[config.mk]
export PLATFORM = sky130hd
export DESIGN_NAME = shift_mult_control
export DESIGN_NICKNAME = d
export VERILOG_FILES = /design/src/rtl/mult_pkg.sv /design/src/rtl/mult_iter_counter.sv /design/src/rtl/shift_mult_control.sv
export SDC_FILE = /design/constraint.sdc
export NUM_CORES = 1
export LEC_CHECK = 0
export BUFFER_PORTS_ARGS = -buffer_cell sky130_fd_sc_hd__clkbuf_2
export CAP_MARGIN = 20
export CORE_UTILIZATION = 35
export CTS_BUF_LIST = sky130_fd_sc_hd__clkbuf_4 sky130_fd_sc_hd__clkbuf_8
export DETAILED_ROUTE_END_ITERATION = 16
export PLACE_DENSITY_LB_ADDON = 0.05
export REMOVE_ABC_BUFFERS = 1
export SYNTH_ARGS = -nofsm -noshare
export SYNTH_HDL_FRONTEND = slang
export SYNTH_SLANG_ARGS = --single-unit
[constraint.sdc]
create_clock -name clock -period 1.5 [get_ports clock]
set_input_delay 0 -clock clock [delete_from_list [all_inputs] [get_ports clock]]
set_output_delay 0 -clock clock [all_outputs]
set_load 0.02 [all_outputs]
[src/rtl/mult_pkg.sv]
// rtl/mult_pkg.sv - shared state encoding and sizing helper for the shift-add multiplier sequencer
package mult_pkg;

    typedef enum logic [2:0] {IDLE, LOAD, EVAL, SHIFT, DONE} mult_state_t;

    // Iteration counter needs at least one bit even for N=1 or N=2.
    function automatic int cnt_width(input int n);
        return ($clog2(n) > 1) ? $clog2(n) : 1;
    endfunction

endpackage

[src/rtl/mult_iter_counter.sv]
// rtl/mult_iter_counter.sv - per-bit iteration counter with terminal flag at N-1
module mult_iter_counter #(
    parameter int N     = 4,
    parameter int CNT_W = 2
) (
    input  logic clock,
    input  logic reset,
    input  logic clear,
    input  logic inc,
    output logic terminal
);

    logic [CNT_W-1:0] count;

    always_ff @(posedge clock or posedge reset) begin
        if (reset) begin
            count <= '0;
        end else if (clear) begin
            count <= '0;
        end else if (inc) begin
            count <= count + CNT_W'(1);
        end
    end

    assign terminal = (count == CNT_W'(N - 1));

endmodule

[src/rtl/shift_mult_control.sv]
// rtl/shift_mult_control.sv - operand capture and load/add/shift sequencing for the AQ multiplier datapath
module shift_mult_control
    import mult_pkg::*;
#(
    parameter int N = 4
) (
    input  logic         clock,
    input  logic         reset,
    input  logic         in_valid,
    output logic         in_ready,
    input  logic [N-1:0] m_in,
    input  logic [N-1:0] q_in,
    output logic [N-1:0] m_out,
    output logic [N-1:0] q_out,
    input  logic         q0,
    output logic         load,
    output logic         add,
    output logic         shift,
    output logic         busy,
    output logic         done,
    input  logic         out_ready
);

    localparam int CNT_W = cnt_width(N);

    mult_state_t state, state_nx;
    logic        accept;
    logic        cnt_clear, cnt_inc, cnt_term;
    logic        load_c, add_c, shift_c;

    assign in_ready = (state == IDLE) & ~reset;
    assign accept   = in_valid & in_ready;

    mult_iter_counter #(
        .N     (N),
        .CNT_W (CNT_W)
    ) u_iter_counter (
        .clock    (clock),
        .reset    (reset),
        .clear    (cnt_clear),
        .inc      (cnt_inc),
        .terminal (cnt_term)
    );

    always_ff @(posedge clock or posedge reset) begin
        if (reset) begin
            state <= IDLE;
        end else begin
            state <= state_nx;
        end
    end

    // Operands are held from accept through DONE so the adder sees a stable multiplicand.
    always_ff @(posedge clock or posedge reset) begin
        if (reset) begin
            m_out <= '0;
            q_out <= '0;
        end else if (accept) begin
            m_out <= m_in;
            q_out <= q_in;
        end
    end

    always_comb begin
        state_nx  = state;
        cnt_clear = 1'b0;
        cnt_inc   = 1'b0;
        load_c    = 1'b0;
        add_c     = 1'b0;
        shift_c   = 1'b0;
        case (state)
            IDLE: begin
                if (accept) state_nx = LOAD;
            end
            LOAD: begin
                load_c    = 1'b1;
                cnt_clear = 1'b1;
                state_nx  = EVAL;
            end
            EVAL: begin
                add_c    = q0;
                state_nx = SHIFT;
            end
            SHIFT: begin
                shift_c = 1'b1;
                if (cnt_term) begin
                    state_nx = DONE;
                end else begin
                    cnt_inc  = 1'b1;
                    state_nx = EVAL;
                end
            end
            DONE: begin
                if (out_ready) state_nx = IDLE;
            end
            default: state_nx = IDLE;
        endcase
    end

    // Masking with reset keeps strobes quiet for the whole reset pulse, not just after the flop clears.
    assign load  = load_c  & ~reset;
    assign add   = add_c   & ~reset;
    assign shift = shift_c & ~reset;
    assign busy  = ((state == LOAD) | (state == EVAL) | (state == SHIFT)) & ~reset;
    assign done  = (state == DONE) & ~reset;

endmodule

==> reports/metrics.cfg, run 1 <==
[hold_path]
whs_endpoint=state[0]$_DFFE_PP0P_
hp-start=in_valid
hold_depth=3
hold_class=primary input to flop

[timing]
setup_viol_count_final=0
fin_crit_ns=1.40
final_hold_viol_count=0
grt_setup_unrepaired=no
fmax_ghz=0.712
tightestPinTransition_ns=0.339
holdWs_ns=0.123
slew_viol_final=0
period_share=0.936
clock_skew_ns=0.00313
slew_headroom=0.771

[worst_setup_path]
crit_slowest_cell=dfrtp_1
worstSetupEndpointType=output pin
r2r_slack_ns=0.11
cp_max_fo=8
critPathKind=flop to output pin
critPathTopFamily=flip-flops
crit_path_start_kind=flop
cpPeakStageDelay_ns=0.42
cp.required_ns=1.50
crit_path_cell_trace=buf_6 -> nand2b_4 -> nor4b_4 -> buf_4
path_buf_inv=2
r2r-start=state[2]$_DFFE_PP0P_
reg2reg_depth=3
critical_path_arrival_ns=1.40
r2r_end=q_out[0]$_DFFE_PP0P_

[global_route]
grt_pass1_wl_mm=2.08
grt_max_degree=14
grt_pass1_vias=480
grt_use_total=0.148
grt_overflow_total=0
antenna_found_initial=0

[die]
core-area_sq_um=1590
initial_core_util=0.394
die_h_um=44.4
ios=27
die-area_sq_um=1970
dieWidth_um=44.4
rows=14

[finish]
fill_cells=148
area_growth_pct=53.0
multi_input_area_sq_um=302
final_cells=113
register_area_sq_um=325
drive_above_1_share=0.528
n_antenna_cell=0
nNetsFinal=104

[route]
drt_wl_total_mm=1.28
wl_per_cell_um=11.3
drc=0
routed_via_density=4.50
drt_pass1_iterations=4
drt-initial-drc-count=6
ant_nets=0
num_vias=508

[place]
place_inst=99
io_buffers=26
globalplace.congestion=0.674
dpl.hpwl_um=832

[synth]
synth_area_leader_cell=dfrtp_1
syn_area_per_cell_sq_um=13.4
synthDistinctLibCells=18
synth_area_sq_um=628
yosys_warnings=0
syn_inst=47
ys_ff_latch=13
synth_top_cells_by_area=dfrtp_1, mux2_4, nor4_4, nor3_1, nor4b_1
synthDominantCellAreaShare=0.518
synth_seq_area_share=0.518

[clock_network]
cts_root_buf=clkbuf_4
clk_pin_slew_ns=0.07
cts-htree-levels=1
clk_latency_ns=0.26
cts_buffers=3
cts_tree=built
clockBufferDepth=2
clock-sinks=13

[flow_run]
cap_viol_max_count=0

[pwr]
power.density_nw_per_um2=1790
p_leak_uw=0.000504
ir_worst_vdd_mv=0.897

[outcome]
status=finished, final reports clean

[sequential cells by signal, indices dropped and copies added (netlist names)]
register              flops
m_out                     4
q_out                     4
state                     3
u_iter_counter.count      2
[synthesized netlist by cell type (all sizes together)]
cell and count:
ha 1, inv 2, nand3b 1, a211oi 1, a22o 1, o32ai 1
nor4b 2, buf 2, nand2 5, nand2b 1, nor4 1, mux2 9
dfrtp 13, nor2 3, nor3 4
[what timing repair did]
item / 4_1_cts / 5_1_grt
hold endpoints to repair: 22 / 0
gates resized for setup: 3 / 3
buffers inserted: 0 / 0
hold buffers: 10 / 0
setup endpoints to repair: 1 / 1
[tightest hold or removal path, cell delays in order]
cell and delay [ns]:
clkbuf_2 0.10, nand2_4 0.15, a211oi_1 0.09
[per-layer routing]
layer | global-route usage | vias up | share of wire
met4 | 0.0364 | 0 | 0
met3 | 0.0490 | 0 | 0.043
met2 | 0.247 | 18 | 0.50
met5 | 0 | - | 0
met1 | 0.185 | 234 | 0.46
li1 | - | 256 | -
[through the flow]
step,total power [uW],area [sq um],setup TNS (ns),util,setup slack [ns]
global route,1850,961,0,0.603,0.00247
finish,1720,961,0,0.603,0.0965
detailed placement,1440,802,0,0.503,0.112
CTS,1720,948,0,0.595,0.0437
floorplan,1170,612,-0.631,-,-0.0789
global placement,1430,802,0,0.503,0.146
[cells by family after synthesis]
| group | Yosys count | share of synthesized area |
|---|---|---|
| muxes | 9 | 0.209 |
| and+or+nand+nor | 17 | 0.175 |
| adders and majority gates | 1 | 0.0199 |
| DFF | 13 | 0.518 |
| AOI/OAI and AO/OA | 3 | 0.0399 |
| buffers and inverters | 4 | 0.0378 |
[final cells by class]
class | count | share of cell area
clock buffer | 4 | 0.0312
multi-input combinational | 30 | 0.314
inverter | 2 | 0.00781
sequential | 13 | 0.339
tap | 24 | 0.0312
timing repair buffer | 40 | 0.277
[where the power goes]
part	switching, uW	internal [uW]
clock network	98.8	121
logic	449	436
registers	105	514
[placed cells by master, fill, tap and decap left out, drive strengths merged]
master | netlist | layout
nand3b | 1 | 1
nor4 | 1 | 1
dfrtp | 13 | 13
clkbuf | 0 | 29
nor3 | 4 | 4
a22o | 1 | 1
dlygate4sd3 | 0 | 10
a211oi | 1 | 1
o32ai | 1 | 1
nand2b | 1 | 1
ha | 1 | 1
inv | 2 | 2
nor2 | 3 | 3
buf | 2 | 5
mux2 | 9 | 9
nand2 | 5 | 5
nor4b | 2 | 2
[worst max path at each step]
stage,startpoint,end,slack [ns],cells after the start
floorplan,state[2]$_DFFE_PP0P_,m_out[0]$_DFFE_PP0P_,-0.08,3
global placement,state[2]$_DFFE_PP0P_,m_out[1]$_DFFE_PP0P_,0.15,3
detailed placement,state[2]$_DFFE_PP0P_,m_out[2]$_DFFE_PP0P_,0.11,3
CTS,state[2]$_DFFE_PP0P_,add,0.04,4
global route,state[2]$_DFFE_PP0P_,add,0.002,4
finish,state[2]$_DFFE_PP0P_,add,0.1,4
No activity file was read; power rests on OpenSTA's default activity.
==> run 2: changes to the inputs <==
--- a/config.mk
+++ b/config.mk
@@ -10,7 +10,7 @@
 export CORE_UTILIZATION = 35
 export CTS_BUF_LIST = sky130_fd_sc_hd__clkbuf_4 sky130_fd_sc_hd__clkbuf_8
 export DETAILED_ROUTE_END_ITERATION = 16
-export PLACE_DENSITY_LB_ADDON = 0.05
+export PLACE_DENSITY = 0.66
 export REMOVE_ABC_BUFFERS = 1
 export SYNTH_ARGS = -nofsm -noshare
 export SYNTH_HDL_FRONTEND = slang
==> constraint.sdc (replaced) <==
create_clock -name clock -period 1.33 [get_ports clock]
set_input_delay 0 -clock clock [delete_from_list [all_inputs] [get_ports clock]]
set_output_delay 0 -clock clock [all_outputs]
set_load 0.02 [all_outputs]
==> reports/metrics.cfg, run 2 (same netlist as run 1, synthesis figures left out) <==
[outcome]
status=finished with violations
violations=setup timing

[worst_setup_path]
critPathTopFamily=flip-flops
crit_path_start_kind=flop
crit_slowest_cell=dfrtp_1
worstSetupEndpointType=flop
cpMostUsedCell=buf_4
cpPeakStageDelay_ns=0.40
path_buf_inv=2
cp.required_ns=1.48
cp_max_fo=5
critPathKind=flop to flop
critical_path_arrival_ns=1.52
crit_path_cell_trace=buf_4 -> nor4_4 -> buf_4 -> nand2_8 -> mux2_4

[timing]
tightestPinTransition_ns=0.264
slew_viol_final=0
final_hold_viol_count=0
fin_crit_ns=1.37
fmax_ghz=0.728
period_share=1.03
setup_viol_count_final=9
slew_headroom=0.824
setup_slack_ns=-0.0433
grt_setup_unrepaired=yes
fin_tns_setup_ns=-0.288
clock_skew_ns=0.00143

[pwr]
ir_worst_vdd_mv=1.09
power.density_nw_per_um2=1970
combPwrFrac=0.537
clkPwrFrac=0.121
power_switching_uw=771
p_sw_frac=0.376
p_int_uw=1280
seqPwrFrac=0.341
p_leak_uw=0.000534

[die]
core-area_sq_um=1590
die_h_um=44.4
die-area_sq_um=1970
rows=14
ios=27
initial_core_util=0.394
dieWidth_um=44.4

[place]
place_inst=99
dpl_cell_area_sq_um=802
io_buffers=26
globalplace.congestion=0.783
dpl.hpwl_um=845

[global_route]
grtUsageMet1=0.215
grt_pass1_vias=509
gr-usage-met3=0.0490
grt_overflow_total=0
grt_max_degree=14
use_met2=0.256
grt_use_total=0.163
top_usage_layer=met2
antenna_found_initial=0
grt_pass1_wl_mm=2.27

[flow_run]
cap_viol_max_count=0

[route]
drt-initial-drc-count=9
num_vias=528
ant_nets=0
drt_wl_total_mm=1.36
drc=0
routed_via_density=4.44
wl_per_cell_um=11.4
drt_pass1_iterations=3

[clock_network]
cts_buffers=3
clock-sinks=13
clk_latency_ns=0.26
cts-htree-levels=1
clk_pin_slew_ns=0.07
cts_root_buf=clkbuf_4
cts_tree=built
clockBufferDepth=2

[finish]
reg_top3=m_out x4, q_out x4, state x3
fin_area_sq_um=1040
layout_commonest_cell=clkbuf_2
final_cells=119
area_growth_pct=65.5
nNetsFinal=110
drive_above_1_share=0.611
layout_common_cells=clkbuf_2, dfrtp_1, dlygate4sd3_1, buf_4, mux2_4
n_antenna_cell=0

[hold_path]
hold_class=primary input to flop

## run 2: worst paths after layout
path | startpoint | cells past startpoint | slack (ns) | to
worst max-delay path | state[2]$_DFFE_PP0P_ | 5 | -0.04 | m_out[1]$_DFFE_PP0P_
worst min-delay path | in_valid | 3 | 0.15 | state[0]$_DFFE_PP0P_
worst max register to register | state[2]$_DFFE_PP0P_ | 5 | -0.04 | m_out[1]$_DFFE_PP0P_
worst min register to register | u_iter_counter.count[1]$_DFFE_PP0P_ | 1 | 0.51 | u_iter_counter.count[1]$_DFFE_PP0P_
max in group asynchronous | reset | 4 | 0.76 | m_out[3]$_DFFE_PP0P_
min in group asynchronous | reset | 4 | 0.41 | state[1]$_DFFE_PP0P_
## run 2: stage by stage
step	setup slack (ns)	hold WS, ns	total power (uW)	util
2_1_floorplan	-0.249	-0.115	1320	-
3_3_place_gp	-0.00727	0.0871	1610	0.503
3_5_place_dp	-0.0696	0.0901	1620	0.503
4_1_cts	-0.0262	0.141	2000	0.634
5_1_grt	-0.103	0.133	2190	0.652
6_report	-0.0433	0.146	2050	0.652
## run 2: worst min-delay path, cell delays in order
cell and delay (ns):
clkbuf_2 0.16, nand2_4 0.14, a211oi_2 0.07
## run 2: timing repair
item / 4_1_cts / 5_1_grt
hold buffers: 10 / 0
buffers inserted: 4 / 1
resized for setup: 9 / 10
pin swaps: 2 / 1
setup endpoints to repair: 11 / 14
endpoints found under the hold margin: 22 / 0
cloned: 1 / 0
## run 2: power groups by stage
| stage | Clock (uW) | Sequential, uW | Combinational, uW |
|---|---|---|---|
| 2_1_floorplan | 0 | 876 | 447 |
| 3_3_place_gp | 0 | 701 | 907 |
| 3_5_place_dp | 0 | 699 | 920 |
| 4_1_cts | 264 | 696 | 1040 |
| 5_1_grt | 288 | 721 | 1180 |
| 6_report | 249 | 700 | 1100 |
## run 2: final cells by class
type | instances | area [sq um]
inverter | 2 | 10.0
timing repair buffer | 45 | 313
clock buffer | 4 | 30.0
fill | 127 | 554
sequential | 13 | 325
multi-input combinational | 31 | 332
tap | 24 | 30.0
## run 2: routing by layer
| metal | share of wire | wire length, um |
|---|---|---|
| met3 | 0.044 | 60 |
| met4 | 0 | 0 |
| met2 | 0.47 | 637 |
| met1 | 0.49 | 664 |
| met5 | 0 | 0 |
